--- config.mk ---
export PLATFORM = sky130hd
export DESIGN_NAME = sf_snp_ctrl_flat
export DESIGN_NICKNAME = d
export VERILOG_FILES = /design/src/rtl/sf_snp_ctrl_if.sv /design/src/rtl/sf_snp_ctrl.sv /design/src/flat_wrapper.sv
export SDC_FILE = /design/constraint.sdc
export NUM_CORES = 1
export LEC_CHECK = 0
export ABC_AREA = 1
export CORE_UTILIZATION = 40
export CTS_CLUSTER_DIAMETER = 80
export DETAILED_ROUTE_END_ITERATION = 8
export PLACE_DENSITY = 0.82
export SLEW_MARGIN = 25
export SYNTH_ARGS = -nofsm -noshare
export SYNTH_HDL_FRONTEND = slang
export SYNTH_SLANG_ARGS = --single-unit
--- constraint.sdc ---
create_clock -name clock -period 2.1 [get_ports clock]
set_input_delay 0.315 -clock clock [delete_from_list [all_inputs] [get_ports clock]]
set_output_delay 0.315 -clock clock [all_outputs]
set_load 0.01 [all_outputs]
--- src/rtl/sf_snp_ctrl_if.sv ---
// ============================================================================
// Module      : sf_snp_ctrl_if
// Description : Bundle for the snoop control stage: POCQ request, snoop
//               filter result, outgoing snoop, incoming SnpResp, completion.
// Revision    : 1.0 - initial release
// ============================================================================
`default_nettype none

interface sf_snp_ctrl_if #(
  parameter int ADDR_W  = 48,
  parameter int STATE_W = 3,
  parameter int RNF_W   = 3,
  parameter int TXNID_W = 12
) ();

  // POCQ request
  logic                 req_valid;
  logic                 req_ready;
  logic [ADDR_W-1:0]    req_addr;
  logic [TXNID_W-1:0]   req_txnid;
  // snoop filter lookup result
  logic                 sf_hit;
  logic [STATE_W-1:0]   sf_hit_state;
  logic [RNF_W-1:0]     sf_owner;
  // outgoing snoop
  logic                 snp_valid;
  logic                 snp_ready;
  logic [ADDR_W-4:0]    snp_addr;
  logic [RNF_W-1:0]     snp_tgtid;
  logic [TXNID_W-1:0]   snp_txnid;
  // incoming snoop response
  logic                 rsp_valid;
  logic [RNF_W-1:0]     rsp_srcid;
  logic [TXNID_W-1:0]   rsp_txnid;
  logic [2:0]           rsp_resp;
  // completion to POCQ
  logic                 done_valid;
  logic                 done_ready;
  logic [TXNID_W-1:0]   done_txnid;
  logic                 done_snooped;
  logic                 done_dirty;
  logic                 done_timeout;

  // environment side (POCQ, filter, snoop network)
  modport master (
    output req_valid, req_addr, req_txnid,
    input  req_ready,
    output sf_hit, sf_hit_state, sf_owner,
    input  snp_valid, snp_addr, snp_tgtid, snp_txnid,
    output snp_ready,
    output rsp_valid, rsp_srcid, rsp_txnid, rsp_resp,
    input  done_valid, done_txnid, done_snooped, done_dirty, done_timeout,
    output done_ready
  );

  // snoop control block side
  modport slave (
    input  req_valid, req_addr, req_txnid,
    output req_ready,
    input  sf_hit, sf_hit_state, sf_owner,
    output snp_valid, snp_addr, snp_tgtid, snp_txnid,
    input  snp_ready,
    input  rsp_valid, rsp_srcid, rsp_txnid, rsp_resp,
    output done_valid, done_txnid, done_snooped, done_dirty, done_timeout,
    input  done_ready
  );

endinterface

`default_nettype wire

--- src/rtl/sf_snp_ctrl.sv ---
// ============================================================================
// Module      : sf_snp_ctrl
// Description : HN-F snoop control stage. Samples the snoop filter result on
//               request accept, issues one snoop to the owning RN-F on a hit,
//               waits (bounded) for the matching SnpResp and reports
//               completion to the POCQ. One transaction in flight.
// Revision    : 1.0 - initial release
// ============================================================================
`default_nettype none

module sf_snp_ctrl #(
  parameter int ADDR_W  = 48,
  parameter int STATE_W = 3,
  parameter int RNF_W   = 3,
  parameter int TXNID_W = 12,
  parameter int TIMEOUT = 1023,
  parameter int SF_I    = 0
) (
  input  wire logic      clock,
  input  wire logic      reset,
  sf_snp_ctrl_if.slave   bus
);

  // The wait counter only has to reach TIMEOUT-1.
  localparam int c_to_w = (TIMEOUT > 1) ? $clog2(TIMEOUT) : 1;
  localparam logic [c_to_w-1:0] c_to_last = c_to_w'(TIMEOUT - 1);

  typedef enum logic [1:0] {
    S_IDLE = 2'd0,
    S_SEND = 2'd1,
    S_WAIT = 2'd2,
    S_DONE = 2'd3
  } state_t;

  state_t               r_state;
  state_t               w_state_nxt;
  logic [ADDR_W-4:0]    r_addr;
  logic [TXNID_W-1:0]   r_txnid;
  logic [RNF_W-1:0]     r_owner;
  logic [TXNID_W-1:0]   r_snp_cnt;
  logic [TXNID_W-1:0]   r_issued;
  logic [c_to_w-1:0]    r_to_cnt;
  logic                 r_snooped;
  logic                 r_dirty;
  logic                 r_timeout;

  logic                 w_hit;
  logic                 w_match;
  logic                 w_expire;

  // An Invalid state in the filter is a miss even if the hit flag is set.
  assign w_hit    = bus.sf_hit && (bus.sf_hit_state != STATE_W'(SF_I));
  assign w_match  = bus.rsp_valid && (bus.rsp_txnid == r_issued) &&
                    (bus.rsp_srcid == r_owner);
  assign w_expire = (r_to_cnt == c_to_last);

  assign bus.req_ready    = (r_state == S_IDLE);
  assign bus.snp_valid    = (r_state == S_SEND);
  assign bus.snp_addr     = r_addr;
  assign bus.snp_tgtid    = r_owner;
  assign bus.snp_txnid    = r_snp_cnt;
  assign bus.done_valid   = (r_state == S_DONE);
  assign bus.done_txnid   = r_txnid;
  assign bus.done_snooped = r_snooped;
  assign bus.done_dirty   = r_dirty;
  assign bus.done_timeout = r_timeout;

  // State register; reset abandons any transaction in flight.
  always_ff @(posedge clock or negedge reset) begin
    if (!reset) r_state <= S_IDLE;
    else        r_state <= w_state_nxt;
  end

  // Next-state decode; a match beats expiry in the same WAIT cycle.
  always_comb begin
    w_state_nxt = r_state;
    case (r_state)
      S_IDLE: if (bus.req_valid)           w_state_nxt = w_hit ? S_SEND : S_DONE;
      S_SEND: if (bus.snp_ready)           w_state_nxt = S_WAIT;
      S_WAIT: if (w_match || w_expire)     w_state_nxt = S_DONE;
      S_DONE: if (bus.done_ready)          w_state_nxt = S_IDLE;
      default:                             w_state_nxt = S_IDLE;
    endcase
  end

  // Captured request, snoop id counter, wait counter and completion flags.
  always_ff @(posedge clock or negedge reset) begin
    if (!reset) begin
      r_addr    <= '0;
      r_txnid   <= '0;
      r_owner   <= '0;
      r_snp_cnt <= '0;
      r_issued  <= '0;
      r_to_cnt  <= '0;
      r_snooped <= 1'b0;
      r_dirty   <= 1'b0;
      r_timeout <= 1'b0;
    end else begin
      case (r_state)
        S_IDLE: begin
          if (bus.req_valid) begin
            r_addr    <= bus.req_addr[ADDR_W-1:3];
            r_txnid   <= bus.req_txnid;
            r_owner   <= bus.sf_owner;
            r_snooped <= 1'b0;
            r_dirty   <= 1'b0;
            r_timeout <= 1'b0;
          end
        end
        S_SEND: begin
          if (bus.snp_ready) begin
            r_issued  <= r_snp_cnt;
            r_snp_cnt <= r_snp_cnt + 1'b1;
            r_to_cnt  <= '0;
          end
        end
        S_WAIT: begin
          if (w_match) begin
            r_snooped <= 1'b1;
            r_dirty   <= bus.rsp_resp[2];
            r_timeout <= 1'b0;
          end else if (w_expire) begin
            r_snooped <= 1'b1;
            r_dirty   <= 1'b0;
            r_timeout <= 1'b1;
          end else begin
            r_to_cnt  <= r_to_cnt + 1'b1;
          end
        end
        default: ;
      endcase
    end
  end

endmodule

`default_nettype wire

--- src/flat_wrapper.sv ---
// flat-port wrapper written by rule: the top's interface ports become plain ports
module sf_snp_ctrl_flat 
#(
  parameter int ADDR_W  = 48,
  parameter int STATE_W = 3,
  parameter int RNF_W   = 3,
  parameter int TXNID_W = 12,
  parameter int TIMEOUT = 1023,
  parameter int SF_I    = 0
)
  (clock, reset, bus_req_valid, bus_req_addr, bus_req_txnid, bus_req_ready, bus_sf_hit, bus_sf_hit_state, bus_sf_owner, bus_snp_valid, bus_snp_addr, bus_snp_tgtid, bus_snp_txnid, bus_snp_ready, bus_rsp_valid, bus_rsp_srcid, bus_rsp_txnid, bus_rsp_resp, bus_done_valid, bus_done_txnid, bus_done_snooped, bus_done_dirty, bus_done_timeout, bus_done_ready);
  sf_snp_ctrl_if #(.ADDR_W(ADDR_W), .STATE_W(STATE_W), .RNF_W(RNF_W), .TXNID_W(TXNID_W)) bus_i ();
  input  wire logic clock;
  input  wire logic reset;
  input wire logic [$bits(bus_i.req_valid)-1:0] bus_req_valid;
  input wire logic [$bits(bus_i.req_addr)-1:0] bus_req_addr;
  input wire logic [$bits(bus_i.req_txnid)-1:0] bus_req_txnid;
  output wire logic [$bits(bus_i.req_ready)-1:0] bus_req_ready;
  input wire logic [$bits(bus_i.sf_hit)-1:0] bus_sf_hit;
  input wire logic [$bits(bus_i.sf_hit_state)-1:0] bus_sf_hit_state;
  input wire logic [$bits(bus_i.sf_owner)-1:0] bus_sf_owner;
  output wire logic [$bits(bus_i.snp_valid)-1:0] bus_snp_valid;
  output wire logic [$bits(bus_i.snp_addr)-1:0] bus_snp_addr;
  output wire logic [$bits(bus_i.snp_tgtid)-1:0] bus_snp_tgtid;
  output wire logic [$bits(bus_i.snp_txnid)-1:0] bus_snp_txnid;
  input wire logic [$bits(bus_i.snp_ready)-1:0] bus_snp_ready;
  input wire logic [$bits(bus_i.rsp_valid)-1:0] bus_rsp_valid;
  input wire logic [$bits(bus_i.rsp_srcid)-1:0] bus_rsp_srcid;
  input wire logic [$bits(bus_i.rsp_txnid)-1:0] bus_rsp_txnid;
  input wire logic [$bits(bus_i.rsp_resp)-1:0] bus_rsp_resp;
  output wire logic [$bits(bus_i.done_valid)-1:0] bus_done_valid;
  output wire logic [$bits(bus_i.done_txnid)-1:0] bus_done_txnid;
  output wire logic [$bits(bus_i.done_snooped)-1:0] bus_done_snooped;
  output wire logic [$bits(bus_i.done_dirty)-1:0] bus_done_dirty;
  output wire logic [$bits(bus_i.done_timeout)-1:0] bus_done_timeout;
  input wire logic [$bits(bus_i.done_ready)-1:0] bus_done_ready;
  assign bus_i.req_valid = bus_req_valid;
  assign bus_i.req_addr = bus_req_addr;
  assign bus_i.req_txnid = bus_req_txnid;
  assign bus_req_ready = bus_i.req_ready;
  assign bus_i.sf_hit = bus_sf_hit;
  assign bus_i.sf_hit_state = bus_sf_hit_state;
  assign bus_i.sf_owner = bus_sf_owner;
  assign bus_snp_valid = bus_i.snp_valid;
  assign bus_snp_addr = bus_i.snp_addr;
  assign bus_snp_tgtid = bus_i.snp_tgtid;
  assign bus_snp_txnid = bus_i.snp_txnid;
  assign bus_i.snp_ready = bus_snp_ready;
  assign bus_i.rsp_valid = bus_rsp_valid;
  assign bus_i.rsp_srcid = bus_rsp_srcid;
  assign bus_i.rsp_txnid = bus_rsp_txnid;
  assign bus_i.rsp_resp = bus_rsp_resp;
  assign bus_done_valid = bus_i.done_valid;
  assign bus_done_txnid = bus_i.done_txnid;
  assign bus_done_snooped = bus_i.done_snooped;
  assign bus_done_dirty = bus_i.done_dirty;
  assign bus_done_timeout = bus_i.done_timeout;
  assign bus_i.done_ready = bus_done_ready;
  sf_snp_ctrl #(.ADDR_W(ADDR_W), .STATE_W(STATE_W), .RNF_W(RNF_W), .TXNID_W(TXNID_W), .TIMEOUT(TIMEOUT), .SF_I(SF_I)) u_core (.clock(clock), .reset(reset), .bus(bus_i));
endmodule
* Word level (Yosys, flattened, before mapping)
Cells that the tools add are included.
** Word-level totals
- Bits in registers :: 99
- Word-level logic and storage cells :: 57
- Input bits :: 91
- Output and inout port bits :: 78
** Cells by class
- Muxes and demuxes :: 19
- Reduce and logical (&&, ||, !) cells :: 13
- Equality and inequality tests :: 13
- $add $sub $neg :: 2
** Operator list (number)
- $mux W10 :: 3
- $pmux W10 S2 :: 1
- $add A12 B1 Y12 const B :: 1
- $eq A12 B12 Y1 :: 1
- $add A10 B1 Y10 const B :: 1
- $eq A10 B10 Y1 const B :: 1
- $mux W2 :: 5
- $pmux W2 S4 :: 1
- $reduce_and A4 Y1 :: 2
- $mux W1 :: 6
- $ne A2 B1 Y1 const B :: 3
- $ne A2 B2 Y1 const B :: 3
- $pmux W1 S2 :: 3
- $eq A2 B2 Y1 const B :: 2
- $reduce_and A2 Y1 :: 2
- $reduce_bool A2 Y1 :: 2
- $eq A3 B3 Y1 :: 1
- $logic_and A1 B1 Y1 :: 3
- $ne A3 B1 Y1 const B :: 1
- $reduce_and A3 Y1 :: 1
- $reduce_bool A3 Y1 :: 1
- $eq A2 B1 Y1 const B :: 1
- $logic_not A2 Y1 :: 1
- $logic_or A1 B1 Y1 :: 1

* Depth between registers and ports, before layout
Gate-level depths: netlist of run 1.
- Depth in word-level cells :: 6
- Mapped depth :: 12
- Mapped depth without buffers :: 12

* Least setup slack after synthesis of run 1
OpenSTA, ideal clock, no wires.
- Path kind :: reg-to-reg
- Start :: register u_core.r_state[1]
- End :: register u_core.r_snp_cnt[9], in the netlist u_core.bus.snp_txnid[9]
- Path buffers :: 0
- Slack :: 0.444 ns
- Cell stages (with the launch flop) :: 9
- Required time :: 2.021 ns
- Library setup time :: 0.079 ns
- Period minus slack after synthesis :: 1.656 ns
- Arrival time :: 1.577 ns
- Cells stage by stage :: dfrtp_1 -> inv_1 -> ha_1 -> nand2_4 -> inv_4 -> nand4_4 -> or3_4 -> nor2_2 -> xor2_1
** Between the ends
- Word-level cells in the longest chain between the ends :: 2
** Ends and longest elaborated chain
- from (decl) :: line sf_snp_ctrl.sv:35 : state_t r_state;
- from (signal assigned) :: line sf_snp_ctrl.sv:71 : else r_state <= w_state_nxt;
- $eq A2 B1 Y1
- net bus_snp_valid :: line flat_wrapper.sv:22 : output wire logic [$bits(bus_i.snp_valid)-1:0] bus_snp_valid;
- $reduce_and A2 Y1 (no line)
- to (signal assigned) :: line sf_snp_ctrl.sv:113 : r_snp_cnt <= r_snp_cnt + 1'b1;
- to (decl) :: line sf_snp_ctrl.sv:40 : logic [TXNID_W-1:0] r_snp_cnt;
The timed path passes the listed nets, and every way through them passes these cells.
A chain may end at the register's enable or synchronous reset.

* Worst setup path in the final report of run 1
- Start :: register u_core.r_state[1]
- End :: output bus_snp_valid
** Between the ends
- Word-level cells in the longest chain between the ends :: 1
** Ends and longest elaborated chain
- $eq A2 B1 Y1 :: line sf_snp_ctrl.sv:58 : assign bus.snp_valid = (r_state == S_SEND);
- to (decl) :: line flat_wrapper.sv:22
Every way passes these cells.

==> results.yml, run 1 <==
clock_network:
  clockBufferDepth: 2
  cts_sinks: 99
  htree_levels: 3
  clk_pin_slew_ps: 90
  root_buffer: "clkbuf_8"
  cts_setup_buffers: 0
  clock_latency_ps: 360
  cts_made_buffers: 9
  cts_tree: "built"
floorplanning:
  start_util: 0.410
  coreArea_mm2: 0.0108
  num_rows: 38
  fp.dieH_um: 107
  die_w_um: 107
  boundaryPins: 169
  dieArea_mm2: 0.0115
sta:
  final.period_utilization: 0.947
  hold_viol: 0
  tightest_slew_ps: 457
  finalClockSkew_ps: 5.88
  rsz0062_at_grt: "false"
  setup_viol: 0
  finalCriticalPeriod_ps: 1990
  slew-limit-headroom: 0.695
  maxSlewViolCount: 0
  fmax_mhz: 503
  holdWs_ps: 458
  setup-tns-final_ps: 0
power:
  p_per_area_mw_per_mm2: 1280
  p_total_uw: 8380
  p_leak_uw: 0.00303
  max-vdd-ir-drop_v: 0.000800
synthesis:
  synth_edf_count: 0
  ys_seq_area_frac: 0.557
  syn_inst: 432
  ys_ff_latch: 99
  yosysTopAreaCell: "dfrtp_1"
  synth_warnings: 0
  synth_nets: 530
  synth.most_common_cell: "nand2_1"
  netlist_top_cells_area: "dfrtp_1, mux2_2, nand2_1"
  syn_area_per_cell_um2: 10.3
  ys.flop_type: "dfrtp_1"
  syn_area_mm2: 0.00444
  async_flop_share: 1.00
  synth.cells.most_frequent: "nand2_1, dfrtp_1, mux2_2"
  yosysUniqueCellTypes: 27
  yosysTopAreaCellShare: 0.557
detailed_routing:
  vias: 3514
  firstDrtPassIters: 4
  antenna_left: 0
  drt-total-wl_um: 10500
  drcViolationCount: 0
  via_per_inst: 4.69
  drtIter0Drc: 153
  routedWlPerCell_um: 14.0
setup_path:
  crit_type: "register to output port"
  cp-end-kind: "output port"
  required_ps: 1780
  critPathLaunch: "u_core.r_state[1]"
  reg2reg_depth: 8
  reg2reg_from: "u_core.r_state[1]"
  timing.critical_path.fanout_max: 4
  worstPathArrival_ps: 1670
  crit_path_start_kind: "register"
global_routing:
  grt_pass1_vias: 3729
  grt_pass1_wl_um: 17400
  grt-ovfl-total: 0
  grt_max_degree: 64
  grt_use_total: 0.195
  grt_antenna_before_repair: 0
run:
  cap_violations: 0
place:
  place_hpwl_um: 7980
  numPortBuffers: 163
  placed_cells: 733
  globalplace.congestion: 0.805
finish:
  n_fill_cell: 898
  antenna_cells: 0
  layout.nets: 703
  drive_gt1_frac: 0.154
  final_util: 0.604
  syn2layout_area_growth_pct: 47.4
  instances_no_fill: 750
hold_path:
  hp-class: "primary input to async pin"
outcome:
  status: "complete, no violations"
## worst max-delay path, cell delays in order (launching register included)
cell and delay (ps):
dfrtp_1 430, inv_1 110, ha_2 230, clkdlybuf4s50_1 550
## metrics by stage
| stage | area [µm²] | worst slack, ps |
|---|---|---|
| after floorplan | 4440 | 444 |
| final | 6550 | 111 |
| after CTS | 6540 | 42.7 |
| after detailed placement | 6280 | 134 |
| after global placement | 6280 | 154 |
| after global routing | 6550 | 31.5 |
## sequential cells by signal, indices dropped and copies added, names as in the netlist
name                     cells
u_core.bus.snp_addr         45
u_core.bus.done_txnid       12
u_core.bus.snp_txnid        12
u_core.r_issued             12
u_core.r_to_cnt             10
u_core.bus.snp_tgtid         3
u_core.r_state               2
u_core.bus.done_dirty        1
u_core.bus.done_snooped      1
u_core.bus.done_timeout      1
## cells by family (layout without fill, tap and decap cells)
kind of cell    Yosys count  in the layout  synth area share
xor+xnor                 17             17            0.0335
mux                      57             57             0.144
fa+ha+maj                 7              7            0.0197
buf+inv                  62            240            0.0546
flops                    99             99             0.557
compound gates           21             21            0.0242
simple gates            169            169             0.166
## cell type report
| cell class | count | area [µm²] | area share |
|---|---|---|---|
| Sequential cell | 99 | 2480 | 0.378 |
| Clock inverter | 6 | 113 | 0.0172 |
| Multi-Input combinational cell | 271 | 1730 | 0.264 |
| Clock buffer | 10 | 138 | 0.0210 |
| Tap cell | 140 | 175 | 0.0267 |
| Timing Repair Buffer | 170 | 1710 | 0.261 |
| Inverter | 54 | 205 | 0.0313 |
## cells in the final DEF (no fill, tap or decap)
cell,synthesis,routed
or3_1,1,1
clkbuf_8,0,10
a31oi_1,1,1
inv_4,1,1
a21oi_1,5,5
nand4_4,1,1
mux2_2,57,57
clkdlybuf4s50_1,0,161
nand3_1,10,10
nor2_1,24,24
or3_4,1,1
nand3_2,1,1
ha_2,0,2
nor2_2,1,1
xor2_1,12,12
inv_1,53,53
clkinvlp_4,0,3
dfrtp_1,99,99
nand2_1,112,111
o21ai_0,14,14
dlygate4sd3_1,0,1
buf_12,0,2
nor3_2,2,2
nor3b_1,1,1
bufinv_16,0,3
nand2_4,1,1
buf_4,0,5
dlymetal6s2s_1,0,1
xnor2_1,5,5
nor3_1,3,3
nand4_1,8,8
ha_1,7,5
o22ai_1,1,1
nand2_2,3,4
## power breakdown
group | leakage, µW | switching, µW | total (µW) | internal [µW]
Sequential | 0.00120 | 489 | 3160 | 2670
Clock | 0.000115 | 659 | 1480 | 823
Combinational | 0.00172 | 1600 | 3740 | 2150
Total | 0.00303 | 2740 | 8380 | 5640
## worst paths after layout
check,end,slack (ps)
setup / recovery,bus_snp_valid,110
hold / removal,u_core.r_issued[5],460
max in group asynchronous,u_core.bus.snp_addr[7],940
setup reg to reg,u_core.bus.snp_txnid[9],420
hold reg to reg,u_core.bus.done_snooped,490
min in group clock,u_core.bus.done_snooped,490
## per-layer routing
| layer | global-route usage | wire length [µm] | vias to the layer above |
|---|---|---|---|
| met5 | 0 | 0 | - |
| met1 | 0.233 | 4480 | 1685 |
| met3 | 0.0551 | 719 | 11 |
| met2 | 0.331 | 5190 | 100 |
| li1 | - | - | 1718 |
| met4 | 0.0744 | 125 | 0 |
## what timing repair did
item	CTS	global route
hold buffers	1	0
hold endpoints to repair	33	0
resized for setup	0	3
setup endpoints to repair	0	1
(Power assumes the default switching activity.)
==> run 2: changes to the inputs <==
--- a/config.mk
+++ b/config.mk
@@ -5,10 +5,11 @@
 export SDC_FILE = /design/constraint.sdc
 export NUM_CORES = 1
 export LEC_CHECK = 0
-export ABC_AREA = 1
+export ABC_AREA = 0
 export CORE_UTILIZATION = 40
-export CTS_CLUSTER_DIAMETER = 80
+export CTS_CLUSTER_DIAMETER = 30
 export DETAILED_ROUTE_END_ITERATION = 8
+export GPL_TIMING_DRIVEN = 0
 export PLACE_DENSITY = 0.82
 export SLEW_MARGIN = 25
 export SYNTH_ARGS = -nofsm -noshare
==> results.yml, run 2 <==
outcome:
  status: "complete, no violations"
clock_network:
  htree_levels: 3
  clk_pin_slew_ps: 90
  root_buffer: "clkbuf_8"
  cts_sinks: 99
  cts_made_buffers: 9
  clockBufferDepth: 2
  cts_tree: "built"
  clock_latency_ps: 370
power:
  p_leak_uw: 0.00271
  p_per_area_mw_per_mm2: 1250
  max-vdd-ir-drop_v: 0.000742
  p_total_uw: 8190
finish:
  antenna_cells: 0
  final_util: 0.606
  syn2layout_area_growth_pct: 46.9
  final_cell_mix: "clkdlybuf4s50_1, dfrtp_1, mux2_2, nand2_1, xnor2_1"
  final_common_cell: "clkdlybuf4s50_1"
  drive_gt1_frac: 0.212
  largest_reg_flops: 45
  layout.nets: 627
sta:
  finalCriticalPeriod_ps: 2020
  setup_viol: 0
  finalClockSkew_ps: 7.52
  setup_slack_ps: 83.9
  maxSlewViolCount: 0
  final.period_utilization: 0.960
  holdWs_ps: 455
  tightest_slew_ps: 594
  fmax_mhz: 496
  slew-limit-headroom: 0.600
  hold_viol: 0
synthesis:
  synth_warnings: 0
  yosysTopAreaCell: "dfrtp_1"
  ys_ff_latch: 99
  syn_area_per_cell_um2: 12.7
  ys.flop_type: "dfrtp_1"
  async_flop_share: 1.00
  yosysUniqueCellTypes: 47
  netlist_top_cells_area: "dfrtp_1, mux2_2, xnor2_1"
  synth.most_common_cell: "dfrtp_1"
  synth.cells.most_frequent: "dfrtp_1, mux2_2, nand2_1"
  yosysTopAreaCellShare: 0.554
  synth_nets: 449
  ys_seq_area_frac: 0.554
  synth_edf_count: 0
  syn_area_mm2: 0.00447
  syn_inst: 351
floorplanning:
  start_util: 0.412
  coreArea_mm2: 0.0108
  die_w_um: 108
  boundaryPins: 169
  dieArea_mm2: 0.0116
  fp.dieH_um: 108
  num_rows: 38
setup_path:
  cp_top_family: "simple AND/OR/NAND/NOR gates"
  crit_type: "register to register"
  reg2reg_depth: 6
  worstPathArrival_ps: 2260
  crit_path_cell_trace: "xnor2_1, nand4_1, or4_1, buf_6, a31oi_2, o221ai_2"
  cp-end-kind: "register"
  timing.critical_path.fanout_max: 10
  crit_path_start_kind: "register"
  critPathSlowestCell: "or4_1"
  required_ps: 2350
  reg2reg_slack_ps: 80
  critical_path_depth: 6
  cpPeakStageDelay_ps: 570
  critPathBufInv: 1
  cp-endpoint: "u_core.bus.done_timeout"
  reg2reg_to: "u_core.bus.done_timeout"
  reg2reg_from: "u_core.r_issued[6]"
  critPathLaunch: "u_core.r_issued[6]"
run:
  cap_violations: 0
detailed_routing:
  via_per_inst: 5.13
  drcViolationCount: 0
  drtIter0Drc: 115
  wl_met2_um: 5520
  firstDrtPassIters: 4
  vias: 3449
  antenna_left: 0
  routedWlPerCell_um: 16.1
  wl_met1_um: 4230
  wl_met3_um: 885
  drt-total-wl_um: 10800
  maxUsedRoutingLayer: "met4"
hold_path:
  hp-class: "primary input to async pin"
global_routing:
  grt_max_degree: 53
  grt-ovfl-total: 0
  grt_use_total: 0.196
  grt_antenna_before_repair: 0
  grt_pass1_vias: 3605
  grt_pass1_wl_um: 17600
place:
  globalplace.congestion: 0.800
  place_hpwl_um: 8130
  numPortBuffers: 163
  place_ws_ps: -371
-- run 2: timing repair --
action,in CTS,in global routing
endpoints found under the hold margin,47,0
pin swaps,1,2
hold buffers,1,0
endpoints found under the setup margin,62,26
buffers inserted,0,2
gates resized for setup,6,11
-- run 2: kinds of logic (layout without fill, tap and decap cells) --
kind of cell | Yosys count | in the layout | synth area share
xor+xnor | 26 | 26 | 0.0510
compound gates | 31 | 31 | 0.0580
fa+ha+maj | 7 | 7 | 0.0196
flops | 99 | 99 | 0.554
buf+inv | 22 | 203 | 0.0202
mux | 73 | 73 | 0.184
simple gates | 93 | 93 | 0.113
-- run 2: worst min-delay path by stage --
stage	start	endpoint	cells after the start	slack (ps)
floorplan	reset	u_core.bus.done_dirty	0	20
global placement	u_core.bus.snp_addr[19]	u_core.bus.snp_addr[19]	1	490
detailed placement	reset	u_core.r_to_cnt[5]	1	280
CTS	reset	u_core.r_to_cnt[5]	2	460
global route	reset	u_core.r_state[1]	2	480
finish	reset	u_core.r_state[1]	2	450
-- run 2: routing by layer --
metal / vias up / global-route usage
met4: 0 / 0.0744
met5: - / 0
met1: 1703 / 0.230
li1: 1606 / -
met2: 126 / 0.327
met3: 14 / 0.0726
-- run 2: area by class of cell --
| class | count | area (µm²) |
|---|---|---|
| fillers | 904 | 4270 |
| clock inverters | 3 | 40.0 |
| inverters | 8 | 30.0 |
| multi-input cells | 230 | 1950 |
| well taps | 140 | 175 |
| plain buffers | 14 | 70.1 |
| clock buffers | 11 | 141 |
| repair buffers | 167 | 1690 |
| flip-flops and latches | 99 | 2480 |
-- run 2: through the flow --
stage / cells / setup TNS [ps] / cell area [µm²]
after floorplan: 351 / 0 / 4470
after global placement: 654 / -291880 / 6280
after detailed placement: 655 / -11140 / 6300
after CTS: 670 / 0 / 6500
after global routing: 672 / -48.3 / 6570
final: 672 / 0 / 6570
-- run 2: power breakdown --
part | switching, µW | total (µW) | internal (µW)
registers | 478 | 3120 | 2640
logic | 1620 | 3890 | 2270
clock network | 621 | 1190 | 567
==> run 3: changes to the inputs <==
--- a/config.mk
+++ b/config.mk
@@ -5,7 +5,7 @@
 export SDC_FILE = /design/constraint.sdc
 export NUM_CORES = 1
 export LEC_CHECK = 0
-export ABC_AREA = 0
+export ABC_AREA = 1
 export CORE_UTILIZATION = 40
 export CTS_CLUSTER_DIAMETER = 30
 export DETAILED_ROUTE_END_ITERATION = 8
==> results.yml, run 3 (synthesized netlist as in run 1, its figures left out) <==
outcome:
  status: "complete, no violations"
power:
  p_seq_frac: 0.383
  comb_power_share: 0.455
  clkPwrFrac: 0.162
  p_leak_uw: 0.00301
  max-vdd-ir-drop_v: 0.000714
  power.share.switching: 0.337
  p_per_area_mw_per_mm2: 1270
  p_int_uw: 5470
  p_sw_uw: 2770
place:
  numPortBuffers: 163
  place_hpwl_um: 8320
  placed_area_mm2: 0.00628
  place_ws_ps: 94.6
  globalplace.congestion: 0.826
detailed_routing:
  drcViolationCount: 0
  via_per_inst: 4.67
  drt-total-wl_um: 10700
  drtIter0Drc: 147
  antenna_left: 0
  routedWlPerCell_um: 14.2
  vias: 3516
  firstDrtPassIters: 4
clock_network:
  cts_tree: "built"
  clockBufferDepth: 2
  root_buffer: "clkbuf_8"
  clk_pin_slew_ps: 90
  clock_latency_ps: 360
  cts_made_buffers: 9
  htree_levels: 3
  cts_sinks: 99
global_routing:
  grt_max_degree: 57
  grt_antenna_before_repair: 0
  grt-ovfl-total: 0
  grt_pass1_vias: 3765
  grt_use_total: 0.198
  grt_pass1_wl_um: 17500
finish:
  final_util: 0.600
  syn2layout_area_growth_pct: 46.5
  postLayoutCellArea_mm2: 0.00651
  drive_gt1_frac: 0.150
  antenna_cells: 0
  largest_reg_flops: 45
  final_cell_mix: "clkdlybuf4s50_1, nand2_1, dfrtp_1, mux2_2, inv_1"
  final_common_cell: "clkdlybuf4s50_1"
  layout.nets: 706
setup_path:
  reg2reg_slack_ps: 240
  worstPathArrival_ps: 1690
  required_ps: 1780
  reg2reg_depth: 5
  critPathBufInv: 2
  critPathSlowestCell: "clkdlybuf4s50_1"
  timing.critical_path.fanout_max: 4
  cp_top_family: "buffers and inverters"
  crit_path_cell_trace: "inv_1, ha_1, clkdlybuf4s50_1"
  crit_path_start_kind: "register"
  crit_type: "register to output port"
  cp-end-kind: "output port"
  reg2reg_to: "u_core.bus.snp_addr[30]"
  cpPeakStageDelay_ps: 560
  reg2reg_from: "u_core.r_state[0]"
floorplanning:
  die_w_um: 107
  fp.dieH_um: 107
  boundaryPins: 169
  start_util: 0.410
  num_rows: 38
  coreArea_mm2: 0.0108
  dieArea_mm2: 0.0115
sta:
  holdWs_ps: 440
  setup-tns-final_ps: 0
  finalCriticalPeriod_ps: 2000
  slew-limit-headroom: 0.675
  final.period_utilization: 0.953
  hold_viol: 0
  setup_viol: 0
  maxSlewViolCount: 0
  fmax_mhz: 499
  finalClockSkew_ps: 7.53
  setup_slack_ps: 97.7
  tightest_slew_ps: 486
run:
  cap_violations: 0
hold_path:
  hp-class: "primary input to async pin"
## run 3: changes by cell type in the layout (fill, tap and decap cells not counted), sizes merged, moves of 5 or more
cell	delta
xor2	+10
xnor2	-19
inv	+47
o21ai	+9
clkbuf	-5
nand2	+90
nand4	-6
mux2	-15
nor2	+14
## run 3: worst max-delay path by stage
stage / start / endpoint / cells after the start
finish: u_core.r_state[1] / bus_snp_valid / 3
global route: u_core.r_state[0] / bus_req_ready / 3
CTS: u_core.r_state[0] / bus_req_ready / 3
detailed placement: bus_rsp_srcid[2] / u_core.r_to_cnt[0] / 11
global placement: reset / u_core.bus.snp_addr[4] / 1
floorplan: u_core.r_state[1] / u_core.bus.snp_txnid[9] / 8
## run 3: layout make-up
class	instances	area (µm²)
fill	908	4330
buffer	8	37.5
tap	140	175
timing repair buffer	165	1670
inverter	54	205
sequential	99	2480
clock inverter	6	88.8
multi-input combinational	271	1730
clock buffer	10	128
## run 3: layer usage
| layer | GRT usage | vias to the layer above | share of wire |
|---|---|---|---|
| li1 | - | 1716 | - |
| met1 | 0.227 | 1688 | 0.40 |
| met2 | 0.343 | 98 | 0.51 |
| met3 | 0.0678 | 14 | 0.074 |
| met4 | 0.0675 | 0 | 0.014 |
| met5 | 0 | - | 0 |
## run 3: power by group through the flow
stage	sequential, µW	clock (µW)	combinational, µW
3_5_place_dp	3200	0	3770
5_1_grt	3250	1450	4070
6_report	3160	1330	3750
4_1_cts	3160	1370	3800
3_3_place_gp	3130	0	3640
2_1_floorplan	3420	0	1520
## run 3: through the flow
stage          cells  power (µW)
2_1_floorplan    432        4940
3_3_place_gp     735        6780
3_5_place_dp     736        6960
4_1_cts          753        8330
5_1_grt          753        8770
6_report         753        8240
## run 3: repair_timing
action / in CTS / in global routing
hold buffers: 1 / 0
setup endpoints to repair: 0 / 1
resized for setup: 0 / 1
hold endpoints to repair: 43 / 0
buffers inserted: 0 / 0
